File: src/rtl/cdm_pkg.sv
// Shared definitions for the product accumulator.
//   cdm_state_e : accumulator FSM state encoding (IDLE, ACC, HOLD)
//   PROD_W      : width of one incoming approximate product beat
//   ACC_W_DEF   : default accumulator / result width
package cdm_pkg;

    localparam int PROD_W    = 32;
    localparam int ACC_W_DEF = 40;

    typedef enum logic [1:0] {
        IDLE = 2'd0,
        ACC  = 2'd1,
        HOLD = 2'd2
    } cdm_state_e;

endpackage

File: src/rtl/cdm_acc_add.sv
// ACC_W-bit adder: accumulator plus zero-extended product, with carry-out.
//   acc   : current accumulator value
//   prod  : unsigned product beat (PROD_W bits, zero-extended)
//   sum   : (acc + prod) mod 2^ACC_W
//   carry : carry out of bit ACC_W-1
module cdm_acc_add
    import cdm_pkg::*;
#(
    parameter int ACC_W = ACC_W_DEF
) (
    input  logic [ACC_W-1:0]  acc,
    input  logic [PROD_W-1:0] prod,
    output logic [ACC_W-1:0]  sum,
    output logic              carry
);

    logic [ACC_W:0] prod_ext_s;
    logic [ACC_W:0] full_s;

    // Zero-extend the product and form the ACC_W+1 bit sum.
    always_comb begin
        prod_ext_s               = '0;
        prod_ext_s[PROD_W-1:0]   = prod;
        full_s                   = {1'b0, acc} + prod_ext_s;
        sum                      = full_s[ACC_W-1:0];
        carry                    = full_s[ACC_W];
    end

endmodule

File: src/rtl/cdm_prod_acc.sv
// Product accumulator: sums `len` unsigned product beats and presents the
// total with a sticky overflow flag through a valid/ready result port.
//   clk, rst_n     : clock, asynchronous active-low reset
//   start, len     : begin an accumulation of len beats (len==0 -> empty result)
//   abort          : synchronous cancel, returns to IDLE with cleared state
//   p_valid/p_data/p_ready : product beat input handshake
//   r_valid/r_data/r_ovf/r_ready : result output handshake
//   busy           : high outside IDLE
module cdm_prod_acc
    import cdm_pkg::*;
#(
    parameter int ACC_W = ACC_W_DEF,
    parameter int CNT_W = 8
) (
    input  logic              clk,
    input  logic              rst_n,
    input  logic              start,
    input  logic [CNT_W-1:0]  len,
    input  logic              abort,
    input  logic              p_valid,
    input  logic [PROD_W-1:0] p_data,
    output logic              p_ready,
    output logic              r_valid,
    output logic [ACC_W-1:0]  r_data,
    input  logic              r_ready,
    output logic              r_ovf,
    output logic              busy
);

    cdm_state_e       state_r;
    cdm_state_e       next_state_s;
    logic [ACC_W-1:0] acc_r;
    logic [CNT_W-1:0] cnt_r;
    logic             ovf_r;
    logic [ACC_W-1:0] sum_s;
    logic             carry_s;
    logic             beat_s;

    cdm_acc_add #(.ACC_W(ACC_W)) u_add (
        .acc   (acc_r),
        .prod  (p_data),
        .sum   (sum_s),
        .carry (carry_s)
    );

    // Beat acceptance; p_ready is itself a decode of state_r.
    always_comb begin
        beat_s = (state_r == ACC) && p_valid;
    end

    // State register.
    always_ff @(posedge clk or negedge rst_n) begin
        if (!rst_n) begin
            state_r <= IDLE;
        end else begin
            state_r <= next_state_s;
        end
    end

    // Next-state logic; abort overrides every other transition.
    always_comb begin
        next_state_s = state_r;
        if (abort) begin
            next_state_s = IDLE;
        end else begin
            case (state_r)
                IDLE: begin
                    if (start) begin
                        next_state_s = (len == '0) ? HOLD : ACC;
                    end else begin
                        next_state_s = IDLE;
                    end
                end
                ACC: begin
                    if (beat_s && (cnt_r == CNT_W'(1))) begin
                        next_state_s = HOLD;
                    end else begin
                        next_state_s = ACC;
                    end
                end
                HOLD: begin
                    if (r_ready) begin
                        next_state_s = IDLE;
                    end else begin
                        next_state_s = HOLD;
                    end
                end
                default: next_state_s = IDLE;
            endcase
        end
    end

    // Accumulator, beat counter and sticky overflow; the result is kept in
    // IDLE so it remains visible until the next start.
    always_ff @(posedge clk or negedge rst_n) begin
        if (!rst_n) begin
            acc_r <= '0;
            cnt_r <= '0;
            ovf_r <= 1'b0;
        end else if (abort) begin
            acc_r <= '0;
            cnt_r <= '0;
            ovf_r <= 1'b0;
        end else begin
            case (state_r)
                IDLE: begin
                    if (start) begin
                        acc_r <= '0;
                        cnt_r <= len;
                        ovf_r <= 1'b0;
                    end
                end
                ACC: begin
                    if (beat_s) begin
                        acc_r <= sum_s;
                        cnt_r <= cnt_r - CNT_W'(1);
                        ovf_r <= ovf_r | carry_s;
                    end
                end
                HOLD: begin
                    acc_r <= acc_r;
                end
                default: begin
                    acc_r <= '0;
                    cnt_r <= '0;
                    ovf_r <= 1'b0;
                end
            endcase
        end
    end

    // Output decode from registered state and datapath only.
    always_comb begin
        p_ready = 1'b0;
        r_valid = 1'b0;
        busy    = 1'b0;
        case (state_r)
            IDLE: begin
                p_ready = 1'b0;
                r_valid = 1'b0;
                busy    = 1'b0;
            end
            ACC: begin
                p_ready = 1'b1;
                busy    = 1'b1;
            end
            HOLD: begin
                r_valid = 1'b1;
                busy    = 1'b1;
            end
            default: begin
                p_ready = 1'b0;
                r_valid = 1'b0;
                busy    = 1'b0;
            end
        endcase
        r_data = acc_r;
        r_ovf  = ovf_r;
    end

endmodule
File: config.mk
export PLATFORM = sky130hd
export DESIGN_NAME = cdm_prod_acc
export DESIGN_NICKNAME = d
export VERILOG_FILES = /design/src/rtl/cdm_pkg.sv /design/src/rtl/cdm_acc_add.sv /design/src/rtl/cdm_prod_acc.sv
export SDC_FILE = /design/constraint.sdc
export NUM_CORES = 1
export LEC_CHECK = 0
export CAP_MARGIN = 20
export CORE_MARGIN = 3
export CORE_UTILIZATION = 55
export DETAILED_ROUTE_END_ITERATION = 12
export GPL_ROUTABILITY_DRIVEN = 0
export PLACE_DENSITY = 0.87
export SLEW_MARGIN = 20
export SYNTH_ARGS = -nofsm -noshare
export SYNTH_HDL_FRONTEND = slang
export SYNTH_SLANG_ARGS = --single-unit
File: constraint.sdc
create_clock -name clk -period 4.2 [get_ports clk]
set_input_delay 1.26 -clock clk [delete_from_list [all_inputs] [get_ports clk]]
set_output_delay 1.26 -clock clk [all_outputs]
set_load 0.1 [all_outputs]
======== After elaboration in Yosys (flattened, before gate mapping) ========
Cells that the tools add are included.
storage, ports and cells
  register bits after elaboration ......... 51
operators by class
  add/sub/neg operators ................... 2
  equal/unequal tests ..................... 6
  multiplexer cells ....................... 21
  bitwise logic cells ..................... 1
  reductions and logical operators ........ 6
operator list
  operator                                                                number
  40-bit two-way mux                                                      3
  40-bit case mux with 3 select lines                                     1
  40-bit by 32-bit adder with 41-bit output                               1
  8-bit two-way mux                                                       3
  8-bit case mux with 3 select lines                                      1
  2-bit two-way mux                                                       5
  8-bit by 1-bit equality test with 1-bit output (second input constant)  1
  8-bit zero test                                                         1
  8-bit by 1-bit subtractor with 8-bit output (second input constant)     1
  1-bit two-way mux                                                       6
  3-bit != test (second input constant)                                   2
  2-bit case mux with 3 select lines                                      1
  1-bit case mux with 3 select lines                                      1
  3-bit AND reduction                                                     1
  2-bit by 1-bit equality test with 1-bit output (second input constant)  1
  2-bit equality test (second input constant)                             1
  1-bit logical AND                                                       2
  2-bit zero test                                                         1
  2-bit != test (second input constant)                                   1
  2-bit OR reduction                                                      1
  1-bit bitwise OR                                                        1

======== Depth between registers and ports, before layout ========
  word-level depth ........................ 6
  mapped depth ............................ 11

======== Hierarchy ========
From an unflattened synthesis, not the netlist that was laid out.
unflattened totals
  cells, all modules ...................... 519
  area, all modules ....................... 4610.7 um^2
by module, submodules not included
  module        instances  cells each  area each (um^2)
  cdm_acc_add   1          342         2376.0
  cdm_prod_acc  1          177         2234.6

======== Least setup slack after synthesis ========
OpenSTA, ideal clock, no wires.
  path type ............................... input -> register
  start ................................... input port p_data[0]
  end ..................................... register acc_r[14], in the netlist r_data[14]
  setup time .............................. 0.122 ns
  arrival ................................. 3.368 ns
  data required time ...................... 4.078 ns
  path slack .............................. 0.710 ns
  stages .................................. 10
  buffers on the path ..................... 0
  path through ............................ ha_1 fa_1 a211oi_1 o211ai_1 a21o_1 a21oi_1 inv_1 a221oi_1 xnor2_1 a22o_1
on the way
  cells in the longest elaborated chain, start to end .. 4
ends and longest elaborated chain
  element                                    line                 source
  start: declaration                         cdm_prod_acc.sv:21   input logic [PROD_W-1:0] p_data,
  40-bit by 32-bit adder with 41-bit output  cdm_acc_add.sv:24    full_s = {1'b0, acc} + prod_ext_s;
  40-bit two-way mux                         cdm_prod_acc.sv:114  if (beat_s) begin
  40-bit case mux with 3 select lines        cdm_prod_acc.sv:105  case (state_r)
  40-bit two-way mux                         cdm_prod_acc.sv:100  end else if (abort) begin
  end signal: assignment                     cdm_prod_acc.sv:115  acc_r <= sum_s;
  end signal: assignment                     cdm_prod_acc.sv:121  acc_r <= acc_r;
  end: declaration                           cdm_prod_acc.sv:32   logic [ACC_W-1:0] acc_r;
Every way passes these cells. The select of a mux whose other input is x is not followed.
A chain may end at the register's enable or synchronous reset.

======== Final worst setup path ========
  start ................................... input port p_data[3]
  end ..................................... register acc_r[35], in the netlist r_data[35]
The elaborated chain is that of the path after synthesis.

==> flow_metrics.py <==
metrics = {
    "worst_setup_path": {
        "r2r_setup_slack_ps": 1300,
        "worstPathCellList": "clkdlybuf4s50_1, ha_1, a21o_1, a21oi_2, a31oi_1, o311a_1, o21ai_4, o21ai_2, o31ai_4, and2_1, o32ai_1",
        "critical_path_class": "in2reg",
        "worst_r2r_path_depth": 10,
        "cp-end-kind": "flip-flop",
        "r2r_start": "r_data[3]",
        "cp-start-kind": "input port",
        "worstPathArrival_ps": 4050,
        "slowest_delay_ps": 420,
        "worst-path-max-fanout": 7,
        "r2r-end": "r_data[35]",
        "crit_slowest_cell": "clkdlybuf4s50_1",
        "cp.required_ps": 4380,
    },
    "yosys": {
        "syn_nets": 538,
        "synth_seq_area_share_pct": 32.9,
        "async_flop_share_pct": 100,
        "avgSynthCellArea_um2": 8.58,
        "synth.area.top_cells": "dfrtp_1 33%, ha_1 12%, nand2_1 6.2%, o21ai_0 5.2%, xor2_1 4.5%",
        "ys_types": 53,
        "ys.warnings.count": 0,
        "synth_top_cell_area_share_pct": 32.9,
        "synth_area_um2": 3880,
        "synth-edff-count": 0,
        "yosys.area.top_type": "dfrtp_1",
        "netlist_instances": 453,
        "ys_ff_latch": 51,
        "synth_flop_cell": "dfrtp_1",
    },
    "floorplanning": {
        "rows": 30,
        "io_pins": 90,
        "die_y_um": 90.0,
        "die_area_um2": 8110,
        "coreArea_um2": 6830,
        "die_w_um": 90.0,
        "start_util_pct": 56.9,
    },
    "layout": {
        "nets": 627,
        "drive_gt1_share_pct": 4.79,
        "diodes": 0,
        "fillers": 553,
        "finalNonFillerCells": 639,
        "syn_to_final_growth_pct": 29.0,
        "layout_commonest_cell": "clkdlybuf4s50_1",
        "fin_util_pct": 73.4,
        "final_cell_mix": "85 x clkdlybuf4s50_1, 64 x nand2_1, 51 x dfrtp_1",
    },
    "hold_path": {
        "holdPathEnd": "r_data[38]",
        "hold_class": "reg2reg",
        "hp-start": "r_data[38]",
        "whs_path_depth": 1,
    },
    "timing": {
        "post-route-period-util_pct": 91.9,
        "fmax_ghz": 0.259,
        "period_needed_ps": 3860,
        "max_slew_margin_pct": 33.2,
        "finalSetupViolCount": 0,
        "rsz0062_at_grt": "false",
        "drv_slew": 0,
        "fin_tns_setup_ps": 0,
        "hold_violations": 0,
        "finClkSkew_ps": 11.5,
        "tightestPinTransition_ps": 998,
    },
    "grt": {
        "gr-total-overflow": 0,
        "grt_max_degree": 40,
        "grt_pass1_vias": 3878,
        "grtUsageTotal_pct": 25.5,
        "grt_pass1_wl_mm": 17.8,
        "antenna_found_initial": 0,
    },
    "pwr": {
        "total_leakage_power_nw": 2.28,
        "max-vdd-ir-drop_mv": 0.180,
        "p_per_area_nw_per_um2": 285,
    },
    "clock_network": {
        "clock_sinks": 51,
        "ctsHoldBuffers": 0,
        "cts_tree": "done",
        "clk_pin_slew_ps": 110,
        "clk_latency_ps": 320,
        "post_cts_resized": 0,
        "cts_setup_buffers": 0,
        "clock_path_buffers": 2,
        "htree_levels": 2,
        "clock-root-buffer": "clkbuf_8",
        "cts_made_buffers": 5,
    },
    "detailed_routing": {
        "drc": 0,
        "via_per_inst": 5.90,
        "drt_pass1_iterations": 5,
        "vias": 3772,
        "drt_wl_total_mm": 10.1,
        "ant_nets": 0,
        "first_iter_violations": 265,
        "detail_route.wl_per_cell_um": 15.7,
    },
    "placed_design": {
        "io_buffers": 89,
        "hpwl_mm": 7.61,
        "dp.cells": 631,
    },
    "outcome": {
        "status": "complete, no violations",
    },
    "job": {
        "maxCapViolCount": 0,
    },
}
layout make-up:
cell class / count / area, um2 / area share [%]
clock inverter: 2 / 38.8 / 0.774
clock buffer: 6 / 82.6 / 1.65
multi-input combinational: 372 / 2500 / 49.9
inverter: 15 / 56.3 / 1.12
timing repair buffer: 97 / 938 / 18.7
tap: 96 / 120 / 2.40
sequential: 51 / 1280 / 25.5
layer usage:
layer | track usage, % | vias up | share of wire, %
met3 | 2.85 | 10 | 5.0
met4 | 5.87 | 0 | 1.1
met2 | 45.3 | 130 | 49
met5 | 0 | - | 0
met1 | 33.4 | 1787 | 45
li1 | - | 1845 | -
where the power goes:
| group | switching, mW | total (mW) | internal (mW) |
|---|---|---|---|
| Combinational | 0.327 | 0.507 | 0.180 |
| Sequential | 0.0246 | 0.540 | 0.515 |
| Clock | 0.184 | 0.380 | 0.196 |
| Total | 0.535 | 1.43 | 0.892 |
critical path: cells and delay by family:
family | cells | cell delay, ps
buf+inv | 1 | 420
fa+ha+maj | 1 | 370
compound gates | 8 | 1760
simple gates | 1 | 230
kinds of logic after synthesis:
| group | count (synthesis) | synth area share [%] |
|---|---|---|
| compound gates | 160 | 27.6 |
| simple gates | 143 | 17.1 |
| flops | 51 | 32.9 |
| fa+ha+maj | 39 | 12.8 |
| buf+inv | 30 | 2.90 |
| xor+xnor | 29 | 6.54 |
| mux | 1 | 0.258 |
stage by stage:
step | hold slack, ps | area (um2) | worst slack (ps) | total power, mW
floorplan | 556 | 3880 | 710 | 0.900
global placement | 490 | 4890 | 163 | 1.04
detailed placement | 506 | 4890 | 61.1 | 1.05
CTS | 525 | 5010 | 386 | 1.43
global route | 543 | 5010 | 102 | 1.50
finish | 522 | 5010 | 339 | 1.43
worst max path at each step:
stage / startpoint / to / slack, ps / cells after the start
finish: p_data[3] / r_data[35] / 340 / 11
global route: p_data[0] / r_data[34] / 100 / 12
CTS: p_data[3] / r_data[35] / 390 / 11
detailed placement: p_data[3] / r_data[35] / 60 / 11
global placement: p_data[3] / r_data[35] / 160 / 11
floorplan: p_data[0] / r_data[14] / 710 / 10
synth_stat cells (2+ instances only):
master	count
a211oi_1	4
a21o_1	19
a21oi_1	31
a221oi_1	6
a22o_1	5
a31oi_1	10
a41oi_1	3
and2_1	3
and3_1	3
and4_1	2
clkbuf_1	15
dfrtp_1	51
ha_1	38
inv_1	15
nand2_1	64
nand2b_1	4
nand3_1	13
nand4_1	7
nor2_1	22
nor2b_1	5
nor3_1	8
nor3b_1	2
nor4_1	3
o211ai_1	3
o21a_1	7
o21ai_0	40
o21ai_1	3
o21bai_1	4
o22ai_1	2
o31ai_1	7
o32ai_1	2
or3_1	4
xnor2_1	9
xor2_1	20
state kept, by name, summed over array words and instances, names as in the netlist:
register  count
cnt_r         8
r_data       40
r_ovf         1
state_r       2
(Power assumes the default switching activity.)
